--- config.mk ---
export PLATFORM = sky130hd
export DESIGN_NAME = mem_access_stage
export DESIGN_NICKNAME = d
export VERILOG_FILES = /design/src/rtl/mem_access_stage.sv
export SDC_FILE = /design/constraint.sdc
export NUM_CORES = 1
export LEC_CHECK = 0
export CAP_MARGIN = 20
export CORE_MARGIN = 3
export CORE_UTILIZATION = 45
export DETAILED_ROUTE_END_ITERATION = 10
export GPL_TIMING_DRIVEN = 0
export HOLD_SLACK_MARGIN = 0.02
export PLACE_DENSITY = 0.8
export SYNTH_ARGS = -nofsm -noshare
export SYNTH_HDL_FRONTEND = slang
export SYNTH_SLANG_ARGS = --single-unit
--- constraint.sdc ---
create_clock -name clk -period 2.9 [get_ports clk]
set_clock_uncertainty 0.2 [all_clocks]
set_input_delay 0.29 -clock clk [delete_from_list [all_inputs] [get_ports clk]]
set_output_delay 0.29 -clock clk [all_outputs]
set_load 0.01 [all_outputs]
--- src/rtl/mem_access_stage.sv ---
// MEM stage of the 5-stage pipeline: runs the data-memory req/ack handshake for LW/SW,
// stalls upstream while an access is outstanding and strobes the result into MEM_WB.
module mem_access_stage #(
    parameter int TIMEOUT = 16
) (
    input  logic        clk,
    input  logic        resetn,
    input  logic        valid_in,
    input  logic [31:0] ir_in,
    input  logic [31:0] alu_in,
    input  logic [31:0] rt_in,
    input  logic [31:0] pc_in,
    output logic        stall,
    output logic        dmem_req,
    output logic        dmem_we,
    output logic [31:0] dmem_addr,
    output logic [31:0] dmem_wdata,
    input  logic [31:0] dmem_rdata,
    input  logic        dmem_ack,
    output logic        wb_write_en,
    output logic [31:0] ir_out,
    output logic [31:0] lmd_out,
    output logic [31:0] alureg_out,
    output logic [31:0] pc_out,
    output logic        bus_err
);

    localparam int CW = $clog2(TIMEOUT + 1);
    localparam logic [CW-1:0] CNT_LAST = CW'(TIMEOUT - 1);
    localparam logic [5:0] OP_LW = 6'b100011;
    localparam logic [5:0] OP_SW = 6'b101011;

    typedef enum logic {
        IDLE   = 1'b0,
        ACCESS = 1'b1
    } state_t;

    state_t        state_q, state_d;
    logic [CW-1:0] cnt_q, cnt_d;
    logic          req_q, req_d;
    logic          we_q, we_d;
    logic [31:0]   addr_q, addr_d;
    logic [31:0]   wdata_q, wdata_d;
    logic [31:0]   cap_ir_q, cap_ir_d;
    logic [31:0]   cap_pc_q, cap_pc_d;
    logic          wb_q, wb_d;
    logic [31:0]   ir_out_q, ir_out_d;
    logic [31:0]   lmd_q, lmd_d;
    logic [31:0]   alureg_q, alureg_d;
    logic [31:0]   pc_out_q, pc_out_d;
    logic          err_q, err_d;

    logic is_lw_s;
    logic is_sw_s;

    assign is_lw_s = (ir_in[31:26] == OP_LW);
    assign is_sw_s = (ir_in[31:26] == OP_SW);

    // Next-state and next-output computation for the IDLE/ACCESS handshake FSM.
    always_comb begin
        state_d  = state_q;
        cnt_d    = cnt_q;
        req_d    = req_q;
        we_d     = we_q;
        addr_d   = addr_q;
        wdata_d  = wdata_q;
        cap_ir_d = cap_ir_q;
        cap_pc_d = cap_pc_q;
        wb_d     = 1'b0;
        ir_out_d = ir_out_q;
        lmd_d    = lmd_q;
        alureg_d = alureg_q;
        pc_out_d = pc_out_q;
        err_d    = err_q;
        case (state_q)
            IDLE: begin
                if (valid_in) begin
                    if (is_lw_s || is_sw_s) begin
                        if (alu_in[1:0] != 2'b00) begin
                            // Misaligned: retire as a NOP without touching memory.
                            err_d    = 1'b1;
                            wb_d     = 1'b1;
                            ir_out_d = 32'h0000_0000;
                            lmd_d    = 32'h0000_0000;
                            alureg_d = alu_in;
                            pc_out_d = pc_in;
                        end else begin
                            state_d  = ACCESS;
                            req_d    = 1'b1;
                            we_d     = is_sw_s;
                            addr_d   = alu_in;
                            wdata_d  = rt_in;
                            cnt_d    = {CW{1'b0}};
                            cap_ir_d = ir_in;
                            cap_pc_d = pc_in;
                        end
                    end else begin
                        wb_d     = 1'b1;
                        ir_out_d = ir_in;
                        lmd_d    = 32'h0000_0000;
                        alureg_d = alu_in;
                        pc_out_d = pc_in;
                    end
                end else begin
                    wb_d = 1'b0;
                end
            end
            ACCESS: begin
                if (dmem_ack) begin
                    state_d  = IDLE;
                    req_d    = 1'b0;
                    wb_d     = 1'b1;
                    ir_out_d = cap_ir_q;
                    lmd_d    = we_q ? 32'h0000_0000 : dmem_rdata;
                    alureg_d = addr_q;
                    pc_out_d = cap_pc_q;
                end else if (cnt_q == CNT_LAST) begin
                    state_d  = IDLE;
                    req_d    = 1'b0;
                    err_d    = 1'b1;
                    wb_d     = 1'b1;
                    ir_out_d = 32'h0000_0000;
                    lmd_d    = 32'h0000_0000;
                    alureg_d = addr_q;
                    pc_out_d = cap_pc_q;
                end else begin
                    cnt_d = cnt_q + {{(CW-1){1'b0}}, 1'b1};
                end
            end
            default: begin
                state_d = IDLE;
                req_d   = 1'b0;
            end
        endcase
    end

    // State and output registers with synchronous active-high reset.
    always_ff @(posedge clk) begin
        if (resetn) begin
            state_q  <= IDLE;
            cnt_q    <= {CW{1'b0}};
            req_q    <= 1'b0;
            we_q     <= 1'b0;
            addr_q   <= 32'h0000_0000;
            wdata_q  <= 32'h0000_0000;
            cap_ir_q <= 32'h0000_0000;
            cap_pc_q <= 32'h0000_0000;
            wb_q     <= 1'b0;
            ir_out_q <= 32'h0000_0000;
            lmd_q    <= 32'h0000_0000;
            alureg_q <= 32'h0000_0000;
            pc_out_q <= 32'h0000_0000;
            err_q    <= 1'b0;
        end else begin
            state_q  <= state_d;
            cnt_q    <= cnt_d;
            req_q    <= req_d;
            we_q     <= we_d;
            addr_q   <= addr_d;
            wdata_q  <= wdata_d;
            cap_ir_q <= cap_ir_d;
            cap_pc_q <= cap_pc_d;
            wb_q     <= wb_d;
            ir_out_q <= ir_out_d;
            lmd_q    <= lmd_d;
            alureg_q <= alureg_d;
            pc_out_q <= pc_out_d;
            err_q    <= err_d;
        end
    end

    assign stall       = (state_q == ACCESS);
    assign dmem_req    = req_q;
    assign dmem_we     = we_q;
    assign dmem_addr   = addr_q;
    assign dmem_wdata  = wdata_q;
    assign wb_write_en = wb_q;
    assign ir_out      = ir_out_q;
    assign lmd_out     = lmd_q;
    assign alureg_out  = alureg_q;
    assign pc_out      = pc_out_q;
    assign bus_err     = err_q;

endmodule

==> results of run 1 <==
==> worst max-delay path by stage <==
stage	slack (ps)	startpoint	end
2_1_floorplan	730	cnt_q[0]	alureg_out[10]
3_3_place_gp	120	resetn	dmem_wdata[10]
3_5_place_dp	30	resetn	cnt_q[3]
4_1_cts	230	cnt_q[0]	lmd_out[24]
5_1_grt	50	cnt_q[0]	lmd_out[25]
6_report	230	cnt_q[0]	lmd_out[24]
==> stage by stage <==
step | power (mW) | setup WS (ps) | utilization (%)
2_1_floorplan | 4.24 | 726 | -
3_3_place_gp | 4.77 | 125 | 64.2
3_5_place_dp | 4.79 | 27.2 | 64.2
4_1_cts | 8.46 | 229 | 68.5
5_1_grt | 8.70 | 49.0 | 68.5
6_report | 8.41 | 231 | 68.5
==> state kept, by name, summed over array words and instances (netlist names) <==
signal / count
cap_ir_q: 32
pc_out: 32
wb_write_en: 1
dmem_wdata: 32
lmd_out: 32
stall: 1
dmem_req: 1
bus_err: 1
dmem_addr: 32
alureg_out: 32
cnt_q: 5
ir_out: 32
cap_pc_q: 32
dmem_we: 1
==> final cells by class <==
| type | count | share of cell area, % |
|---|---|---|
| flip-flops and latches | 266 | 35.1 |
| plain buffers | 95 | 3.59 |
| clock buffers | 44 | 5.55 |
| diodes | 2 | 0.0330 |
| multi-input cells | 743 | 28.9 |
| repair buffers | 360 | 23.7 |
| well taps | 280 | 2.31 |
| clock inverters | 6 | 0.717 |
| inverters | 6 | 0.148 |
==> metal layers <==
layer	up-vias	wire (µm)	global-route usage [%]
met2	365	16700	44.5
met1	4565	13900	33.5
li1	4629	-	-
met4	4	1200	9.63
met3	74	2590	5.99
met5	-	21	0
==> report_power, final <==
| part | total [mW] | switching, mW | internal (mW) |
|---|---|---|---|
| combinational | 0.904 | 0.411 | 0.493 |
| sequential | 3.81 | 0.0585 | 3.76 |
| clock | 3.70 | 1.44 | 2.25 |
| total | 8.41 | 1.91 | 6.50 |
==> worst register-to-register path, cell delays in order, from the launching register on <==
cell,delay [ps]
sky130_fd_sc_hd__dfxtp_1,330
sky130_fd_sc_hd__ha_1,220
sky130_fd_sc_hd__and3_1,180
sky130_fd_sc_hd__ha_1,210
sky130_fd_sc_hd__nor3b_2,450
sky130_fd_sc_hd__a311oi_2,80
sky130_fd_sc_hd__nor2_1,440
sky130_fd_sc_hd__buf_2,340
sky130_fd_sc_hd__a22o_1,170
==> kinds of logic after synthesis <==
group | synth area share, %
buf+inv | 5.53
compound gates | 20.0
fa+ha+maj | 0.244
simple gates | 16.2
flops | 51.8
mux | 6.23
==> cell usage in the layout (no fill, tap or decap), types with 3 or more instances in the layout <==
cell type and n:
sky130_fd_sc_hd__dfxtp_1 266, sky130_fd_sc_hd__bufinv_16 3, sky130_fd_sc_hd__buf_2 25, sky130_fd_sc_hd__nor2_1 109, sky130_fd_sc_hd__a311oi_1 3, sky130_fd_sc_hd__buf_6 18
sky130_fd_sc_hd__buf_1 3, sky130_fd_sc_hd__nor3b_1 4, sky130_fd_sc_hd__nand2_1 248, sky130_fd_sc_hd__clkbuf_16 29, sky130_fd_sc_hd__a22o_1 32, sky130_fd_sc_hd__nor3_1 29
sky130_fd_sc_hd__nand3_1 9, sky130_fd_sc_hd__clkdlybuf4s50_1 360, sky130_fd_sc_hd__mux2i_1 64, sky130_fd_sc_hd__clkbuf_1 52, sky130_fd_sc_hd__a221oi_1 28, sky130_fd_sc_hd__a211oi_1 6
sky130_fd_sc_hd__a211oi_2 60, sky130_fd_sc_hd__a21oi_1 129, sky130_fd_sc_hd__clkbuf_8 6, sky130_fd_sc_hd__inv_1 6, sky130_fd_sc_hd__buf_4 6
==> impl_results.html, run 1 <==
<table>
<tr><th>Metric</th><th>Value</th></tr>
<tr><th colspan="2">Final layout</th></tr>
<tr><td>Layout overhead on the synthesized area</td><td>47.8%</td></tr>
<tr><td>FF+latch area</td><td>5330 µm²</td></tr>
<tr><td>Non-filler cells, final</td><td>1802</td></tr>
<tr><td>Net count reported at finish</td><td>1667</td></tr>
<tr><td>Final Instance Area</td><td>15200 µm²</td></tr>
<tr><td>Proportion of layout cells with a drive suffix above 1</td><td>10.2%</td></tr>
<tr><td>Combined area of the multi-input logic cells</td><td>4380 µm²</td></tr>
<tr><td># fillers</td><td>1750</td></tr>
<tr><th colspan="2">Synth</th></tr>
<tr><td>Leading register cell type out of synthesis</td><td>sky130_fd_sc_hd__dfxtp_1</td></tr>
<tr><td>Summed instance area of the synthesized netlist</td><td>10300 µm²</td></tr>
<tr><td>Count of flip-flops with a built-in enable after synthesis</td><td>0</td></tr>
<tr><td>Sequential fraction of the synthesis area</td><td>51.8%</td></tr>
<tr><td>Top cells by area, synth</td><td>sky130_fd_sc_hd__dfxtp_1, sky130_fd_sc_hd__nand2_1, sky130_fd_sc_hd__a211oi_2, sky130_fd_sc_hd__a21oi_1, sky130_fd_sc_hd__mux2i_1</td></tr>
<tr><td>Synthesis-stage register bit count</td><td>266</td></tr>
<tr><td>Synthesized instance count</td><td>1110</td></tr>
<tr><td>Yosys synthesis warning count</td><td>0</td></tr>
<tr><td>Cell taking the most area after synthesis</td><td>sky130_fd_sc_hd__dfxtp_1</td></tr>
<tr><td>FFs w/ async S/R, synth</td><td>0%</td></tr>
<tr><td>Net count after synthesis</td><td>1276</td></tr>
<tr><td>Post-synth top area share</td><td>51.8%</td></tr>
<tr><td>Most repeated cell in the gate-level netlist after synthesis</td><td>sky130_fd_sc_hd__dfxtp_1</td></tr>
<tr><td>Average instance area after synthesis</td><td>9.26 µm²</td></tr>
<tr><td>Post-synth top cells</td><td>sky130_fd_sc_hd__dfxtp_1, sky130_fd_sc_hd__nand2_1, sky130_fd_sc_hd__a21oi_1</td></tr>
<tr><td>Number of unique standard cell types used by synthesis</td><td>37</td></tr>
<tr><th colspan="2">Floorplan</th></tr>
<tr><td>Horiz. Die Dim</td><td>157 µm</td></tr>
<tr><td>Initial standard-cell utilization of the core</td><td>46.4%</td></tr>
<tr><td>Area of the die</td><td>24700 µm²</td></tr>
<tr><td>Height of the die</td><td>157 µm</td></tr>
<tr><td>Core Rows</td><td>54</td></tr>
<tr><td>Core ar.</td><td>22200 µm²</td></tr>
<tr><td>Total I/O pin count</td><td>361</td></tr>
<tr><th colspan="2">Place</th></tr>
<tr><td>Placed inst area</td><td>14200 µm²</td></tr>
<tr><td>Routability-driven placement congestion ratio</td><td>0.839</td></tr>
<tr><td>Number of cells in the design after placement</td><td>1750</td></tr>
<tr><td>Buffers added on ports</td><td>360</td></tr>
<tr><td>Estimated wirelength of the detail-placed design</td><td>25400 µm</td></tr>
<tr><th colspan="2">Setup path</th></tr>
<tr><td>Register-to-Register Path Depth</td><td>8</td></tr>
<tr><td>Reg-to-reg critical path startpoint</td><td>cnt_q[0]</td></tr>
<tr><td>Kind of cell with the highest combined delay on the critical path</td><td>simple AND/OR/NAND/NOR gates</td></tr>
<tr><td>Worst Path Max Fanout</td><td>10</td></tr>
<tr><td>Standard cell with the maximum stage delay on the critical path</td><td>sky130_fd_sc_hd__nor3b_2</td></tr>
<tr><td>Setup crit end kind</td><td>flop</td></tr>
<tr><td>Worst-path cell chain</td><td>ha_1 -&gt; and3_1 -&gt; ha_1 -&gt; nor3b_2 -&gt; a311oi_2 -&gt; nor2_1 -&gt; buf_2 -&gt; a22o_1</td></tr>
<tr><td>Startpoint Class</td><td>flop</td></tr>
<tr><td>Most common cell type on the critical path</td><td>sky130_fd_sc_hd__ha_1</td></tr>
<tr><td>Highest cell delay on the worst timing path</td><td>450 ps</td></tr>
<tr><td>Setup Crit Path Kind</td><td>flop to flop</td></tr>
<tr><td>Data required, critical path</td><td>3170 ps</td></tr>
<tr><td>Endpoint of the worst register-to-register path</td><td>lmd_out[24]</td></tr>
<tr><td>Count of buffering cells on the critical path with inverters included</td><td>1</td></tr>
<tr><td>Critical path data arrival time</td><td>2940 ps</td></tr>
<tr><td>WP depth</td><td>8</td></tr>
<tr><td>R2R setup slack</td><td>230 ps</td></tr>
<tr><th colspan="2">Detailed routing</th></tr>
<tr><td>Iteration-0 DRC Markers</td><td>531</td></tr>
<tr><td>Count of nets left with antenna violations after detail routing</td><td>0</td></tr>
<tr><td>Number of vias per cell after detailed routing</td><td>5.35</td></tr>
<tr><td>First drt pass iteration count</td><td>5</td></tr>
<tr><td>Wire per inst</td><td>19.1 µm</td></tr>
<tr><td>Total via count after detailed routing</td><td>9637</td></tr>
<tr><td>Total wire length</td><td>34400 µm</td></tr>
<tr><td>Residual DRC</td><td>0</td></tr>
<tr><th colspan="2">STA</th></tr>
<tr><td>Post-layout minimum cycle time</td><td>2670 ps</td></tr>
<tr><td>Hold slack final</td><td>110 ps</td></tr>
<tr><td>RSZ-0062 raised after global routing</td><td>no</td></tr>
<tr><td>Pins over their slew limit</td><td>0</td></tr>
<tr><td>Setup TNS</td><td>0 ps</td></tr>
<tr><td>Share of the clock period used by the worst path after layout</td><td>92.0%</td></tr>
<tr><td>Pin slew with the least headroom to its limit</td><td>848 ps</td></tr>
<tr><td>Worst slew margin relative to its limit</td><td>43.5%</td></tr>
<tr><td>Peak clock frequency supported by timing</td><td>375 MHz</td></tr>
<tr><td>Final Setup Violations</td><td>0</td></tr>
<tr><td>Hold Violations, Final</td><td>0</td></tr>
<tr><th colspan="2">Hold path</th></tr>
<tr><td>End point of the most critical hold path</td><td>dmem_wdata[25]</td></tr>
<tr><td>Worst Hold Path Cells</td><td>3</td></tr>
<tr><td>Kind of path behind the tightest hold check</td><td>input pin to flop</td></tr>
<tr><td>Startpoint of the lowest-slack hold path</td><td>rt_in[25]</td></tr>
<tr><th colspan="2">Pwr</th></tr>
<tr><td>Peak supply drop</td><td>0.000398 V</td></tr>
<tr><td>Standby leakage power</td><td>5.26 nW</td></tr>
<tr><td>Power per cell area</td><td>554 nW/µm²</td></tr>
<tr><th colspan="2">Flow run</th></tr>
<tr><td>Count of maximum capacitance violations</td><td>0</td></tr>
<tr><th colspan="2">Global routing</th></tr>
<tr><td>Number of global-route vias before repair</td><td>9545</td></tr>
<tr><td>Total congestion overflow</td><td>0</td></tr>
<tr><td>First-pass GRT wire length</td><td>52500 µm</td></tr>
<tr><td>Antenna violations before repair</td><td>4</td></tr>
<tr><td>Overall fraction of global-route tracks in use</td><td>26.5%</td></tr>
<tr><td>Maximum number of pins on one net before global-route repair</td><td>14</td></tr>
<tr><th colspan="2">Clock tree</th></tr>
<tr><td>Num CTS Buffers</td><td>29</td></tr>
<tr><td>Clock tree from TritonCTS</td><td>done</td></tr>
<tr><td>Clk_lat worst skew</td><td>530 ps</td></tr>
<tr><td>Post-CTS setup buffers</td><td>0</td></tr>
<tr><td>Maximum root-to-sink buffer count</td><td>3</td></tr>
<tr><td>Clock edge transition at the registers on the reported setup and hold paths</td><td>60 ps</td></tr>
<tr><td>Count of cells resized by post-cts repair</td><td>0</td></tr>
<tr><td>Number of buffers inserted by hold repair at cts</td><td>0</td></tr>
<tr><td>Clock sinks</td><td>266</td></tr>
<tr><td>Count of H-tree levels built during CTS</td><td>1</td></tr>
<tr><td>Buffer type at the clock tree root</td><td>sky130_fd_sc_hd__clkbuf_16</td></tr>
<tr><th colspan="2">Status</th></tr>
<tr><td>Status</td><td>complete, no violations</td></tr>
</table>
Note: power is estimated with default switching activity, not from simulation.
==> inputs of run 2 (changes only) <==
Settings changed: CORE_ASPECT_RATIO set to 0.7, GPL_TIMING_DRIVEN 0 to not set.
==> run 2 against run 1 <==
  * Global-route usage down 2.5 points
  * Total power decreased by 2.2%
  * Count of clock-buffer cells in the layout decreased by 4
  * Sequential share of layout area up 0.61 points
  * Sequential power about the same
  * Routed wire length is 10% lower
  * Flip-flop and latch count did not move
  * Non-clock buffer count fell by 75
  * Core utilization is 0.85 points lower
  * Largest cell class unchanged
  * Highest routed layer unchanged
==> impl_results.html, run 2 (synthesized netlist as in run 1, its figures left out) <==
<table>
<tr><th>Metric</th><th>Value</th></tr>
<tr><th colspan="2">Setup path</th></tr>
<tr><td>Standard cell with the maximum stage delay on the critical path</td><td>sky130_fd_sc_hd__a311oi_4</td></tr>
<tr><td>Worst Path Max Fanout</td><td>84 (+74)</td></tr>
<tr><td>Highest cell delay on the worst timing path</td><td>470 ps (+20 ps)</td></tr>
<tr><td>Setup crit end kind</td><td>flop</td></tr>
<tr><td>Data required, critical path</td><td>3130 ps (-40 ps)</td></tr>
<tr><td>Setup Crit Path Kind</td><td>flop to flop</td></tr>
<tr><td>Worst-path cell chain</td><td>ha_1 -&gt; and3_1 -&gt; ha_1 -&gt; nor3b_2 -&gt; a311oi_4 -&gt; buf_12 -&gt; nor2_1 -&gt; a211oi_2</td></tr>
<tr><td>Kind of cell with the highest combined delay on the critical path</td><td>compound AO/OA/AOI/OAI gates</td></tr>
<tr><td>Most common cell type on the critical path</td><td>sky130_fd_sc_hd__ha_1</td></tr>
<tr><td>Startpoint Class</td><td>flop</td></tr>
<tr><td>Count of buffering cells on the critical path with inverters included</td><td>1 (unchanged)</td></tr>
<tr><td>Critical path data arrival time</td><td>2860 ps (-80 ps)</td></tr>
<tr><th colspan="2">Place</th></tr>
<tr><td>Routability-driven placement congestion ratio</td><td>0.808 (-3.7%)</td></tr>
<tr><td>Worst slack at placement</td><td>262 ps (+235 ps)</td></tr>
<tr><td>Estimated wirelength of the detail-placed design</td><td>20800 µm (-18%)</td></tr>
<tr><td>Buffers added on ports</td><td>360 (unchanged)</td></tr>
<tr><th colspan="2">Clock tree</th></tr>
<tr><td>Buffer type at the clock tree root</td><td>sky130_fd_sc_hd__clkbuf_16</td></tr>
<tr><td>Clock tree from TritonCTS</td><td>done</td></tr>
<tr><td>Num CTS Buffers</td><td>26 (-10%)</td></tr>
<tr><td>Clk_lat worst skew</td><td>520 ps (about the same)</td></tr>
<tr><td>Count of H-tree levels built during CTS</td><td>1 (unchanged)</td></tr>
<tr><td>Maximum root-to-sink buffer count</td><td>3 (unchanged)</td></tr>
<tr><td>Post-CTS setup buffers</td><td>0 (unchanged)</td></tr>
<tr><td>Clock edge transition at the registers on the reported setup and hold paths</td><td>70 ps (about the same)</td></tr>
<tr><td>Clock sinks</td><td>266 (unchanged)</td></tr>
<tr><td>Count of cells resized by post-cts repair</td><td>0 (unchanged)</td></tr>
<tr><td>Number of buffers inserted by hold repair at cts</td><td>0 (unchanged)</td></tr>
<tr><th colspan="2">Global routing</th></tr>
<tr><td>Number of global-route vias before repair</td><td>9023 (-5.5%)</td></tr>
<tr><td>Total congestion overflow</td><td>0 (unchanged)</td></tr>
<tr><td>Maximum number of pins on one net before global-route repair</td><td>85 (+71)</td></tr>
<tr><td>Overall fraction of global-route tracks in use</td><td>23.9% (-2.5 points)</td></tr>
<tr><td>Antenna violations before repair</td><td>1 (-3)</td></tr>
<tr><td>First-pass GRT wire length</td><td>49100 µm (-6.4%)</td></tr>
<tr><th colspan="2">Status</th></tr>
<tr><td>Status</td><td>complete, no violations</td></tr>
<tr><th colspan="2">STA</th></tr>
<tr><td>Setup TNS</td><td>0 ps (unchanged)</td></tr>
<tr><td>Worst slew margin relative to its limit</td><td>49.4% (+5.9 points)</td></tr>
<tr><td>Final Setup Violations</td><td>0 (unchanged)</td></tr>
<tr><td>Pins over their slew limit</td><td>0 (unchanged)</td></tr>
<tr><td>Hold Violations, Final</td><td>0 (unchanged)</td></tr>
<tr><td>Share of the clock period used by the worst path after layout</td><td>90.6% (-1.4 points)</td></tr>
<tr><td>RSZ-0062 raised after global routing</td><td>no</td></tr>
<tr><td>Post-layout minimum cycle time</td><td>2630 ps (-41.0 ps)</td></tr>
<tr><td>Final setup margin</td><td>272 ps (+41.0 ps)</td></tr>
<tr><td>Pin slew with the least headroom to its limit</td><td>757 ps (-91.2 ps)</td></tr>
<tr><td>Peak clock frequency supported by timing</td><td>381 MHz (+1.6%)</td></tr>
<tr><th colspan="2">Pwr</th></tr>
<tr><td>Standby leakage power</td><td>5.10 nW (-3.0%)</td></tr>
<tr><td>Peak supply drop</td><td>0.000379 V (-4.8%)</td></tr>
<tr><td>Final Total Pwr</td><td>8.23 mW (-2.2%)</td></tr>
<tr><td>Power per cell area</td><td>551 nW/µm² (-0.58%)</td></tr>
<tr><th colspan="2">Final layout</th></tr>
<tr><td>Proportion of layout cells with a drive suffix above 1</td><td>9.29% (-0.91 points)</td></tr>
<tr><td>Leading cell type in the layout, fill and taps excluded</td><td>sky130_fd_sc_hd__clkdlybuf4s50_1</td></tr>
<tr><td>Net count reported at finish</td><td>1589 (-4.7%)</td></tr>
<tr><td>Antenna cell count</td><td>0 (-2)</td></tr>
<tr><td>Layout overhead on the synthesized area</td><td>45.3%</td></tr>
<tr><td>Core utilization of the finished layout</td><td>67.7% (-0.85 points)</td></tr>
<tr><td>Leading cell types in the layout, fill and taps excluded</td><td>sky130_fd_sc_hd__clkdlybuf4s50_1, sky130_fd_sc_hd__dfxtp_1, sky130_fd_sc_hd__nand2_1, sky130_fd_sc_hd__a21oi_1, sky130_fd_sc_hd__nor2_1</td></tr>
<tr><td># fillers</td><td>1783 (+1.9%)</td></tr>
<tr><th colspan="2">Floorplan</th></tr>
<tr><td>Initial standard-cell utilization of the core</td><td>46.6% (+0.19 points)</td></tr>
<tr><td>Height of the die</td><td>132 µm (-16%)</td></tr>
<tr><td>Horiz. Die Dim</td><td>187 µm (+19%)</td></tr>
<tr><td>Core ar.</td><td>22100 µm² (-0.41%)</td></tr>
<tr><td>Area of the die</td><td>24700 µm² (+0.12%)</td></tr>
<tr><td>Total I/O pin count</td><td>361 (unchanged)</td></tr>
<tr><td>Core Rows</td><td>45 (-17%)</td></tr>
<tr><th colspan="2">Detailed routing</th></tr>
<tr><td>Count of nets left with antenna violations after detail routing</td><td>0 (unchanged)</td></tr>
<tr><td>Total via count after detailed routing</td><td>9210 (-4.4%)</td></tr>
<tr><td>First drt pass iteration count</td><td>5 (unchanged)</td></tr>
<tr><td>Wire per inst</td><td>17.7 µm (-7.3%)</td></tr>
<tr><td>Total wire length</td><td>30900 µm (-10%)</td></tr>
<tr><td>Residual DRC</td><td>0 (unchanged)</td></tr>
<tr><td>Iteration-0 DRC Markers</td><td>598 (+13%)</td></tr>
<tr><td>Number of vias per cell after detailed routing</td><td>5.27 (-1.5%)</td></tr>
<tr><th colspan="2">Flow run</th></tr>
<tr><td>Count of maximum capacitance violations</td><td>0 (unchanged)</td></tr>
<tr><th colspan="2">Hold path</th></tr>
<tr><td>Kind of path behind the tightest hold check</td><td>input pin to flop</td></tr>
</table>
run 2: worst paths after layout:
| check | start | endpoint | slack [ps] | cells past startpoint |
|---|---|---|---|---|
| hold / removal | resetn | dmem_wdata[22] | 60 | 2 |
| setup / recovery | cnt_q[0] | alureg_out[8] | 270 | 8 |
| hold reg to reg | cap_pc_q[22] | cap_pc_q[22] | 250 | 2 |
| setup reg to reg | cnt_q[0] | alureg_out[8] | 270 | 8 |
run 2: final cells by class:
class                           instances  area [µm²]  share of cell area, %
Clock buffer                           40         826                   5.53
Clock inverter                          8        96.3                  0.645
Inverter                                6        22.5                  0.151
Multi-Input combinational cell        743        4410                   29.5
Sequential cell                       266        5330                   35.7
Tap cell                              305         382                   2.56
Timing Repair Buffer                  380        3870                   25.9
run 2: through the flow:
step	area [µm²]	hold slack, ps	std cells
after CTS	14900	53.0	1748
after detailed placement	14000	246	1700
final	14900	64.3	1748
after global placement	14000	241	1700
after floorplan	10300	223	1110
after global routing	14900	77.7	1748
run 2: metal layers:
layer | wire length, µm | global-route usage (%) | share of wire (%) | vias up
met4 | 867 | 6.46 | 2.8 | 2
met1 | 12700 | 30.3 | 41 | 4357
met5 | 13 | 0 | 0.042 | -
met3 | 2760 | 7.26 | 8.9 | 61
li1 | - | - | - | 4461
met2 | 14600 | 40.1 | 47 | 329
run 2: worst reg2reg max path, delay by kind of cell, from the launching register on:
family	cells	cell delay, ps
AOI/OAI and AO/OA	2	700
and+or+nand+nor	3	480
buffers and inverters	1	410
adders and majority gates	2	400
DFF	1	360
run 2: power breakdown:
group	internal [mW]	switching, mW
Clock	2.14	1.40
Sequential	3.75	0.0580
Combinational	0.485	0.383
Total	6.38	1.85
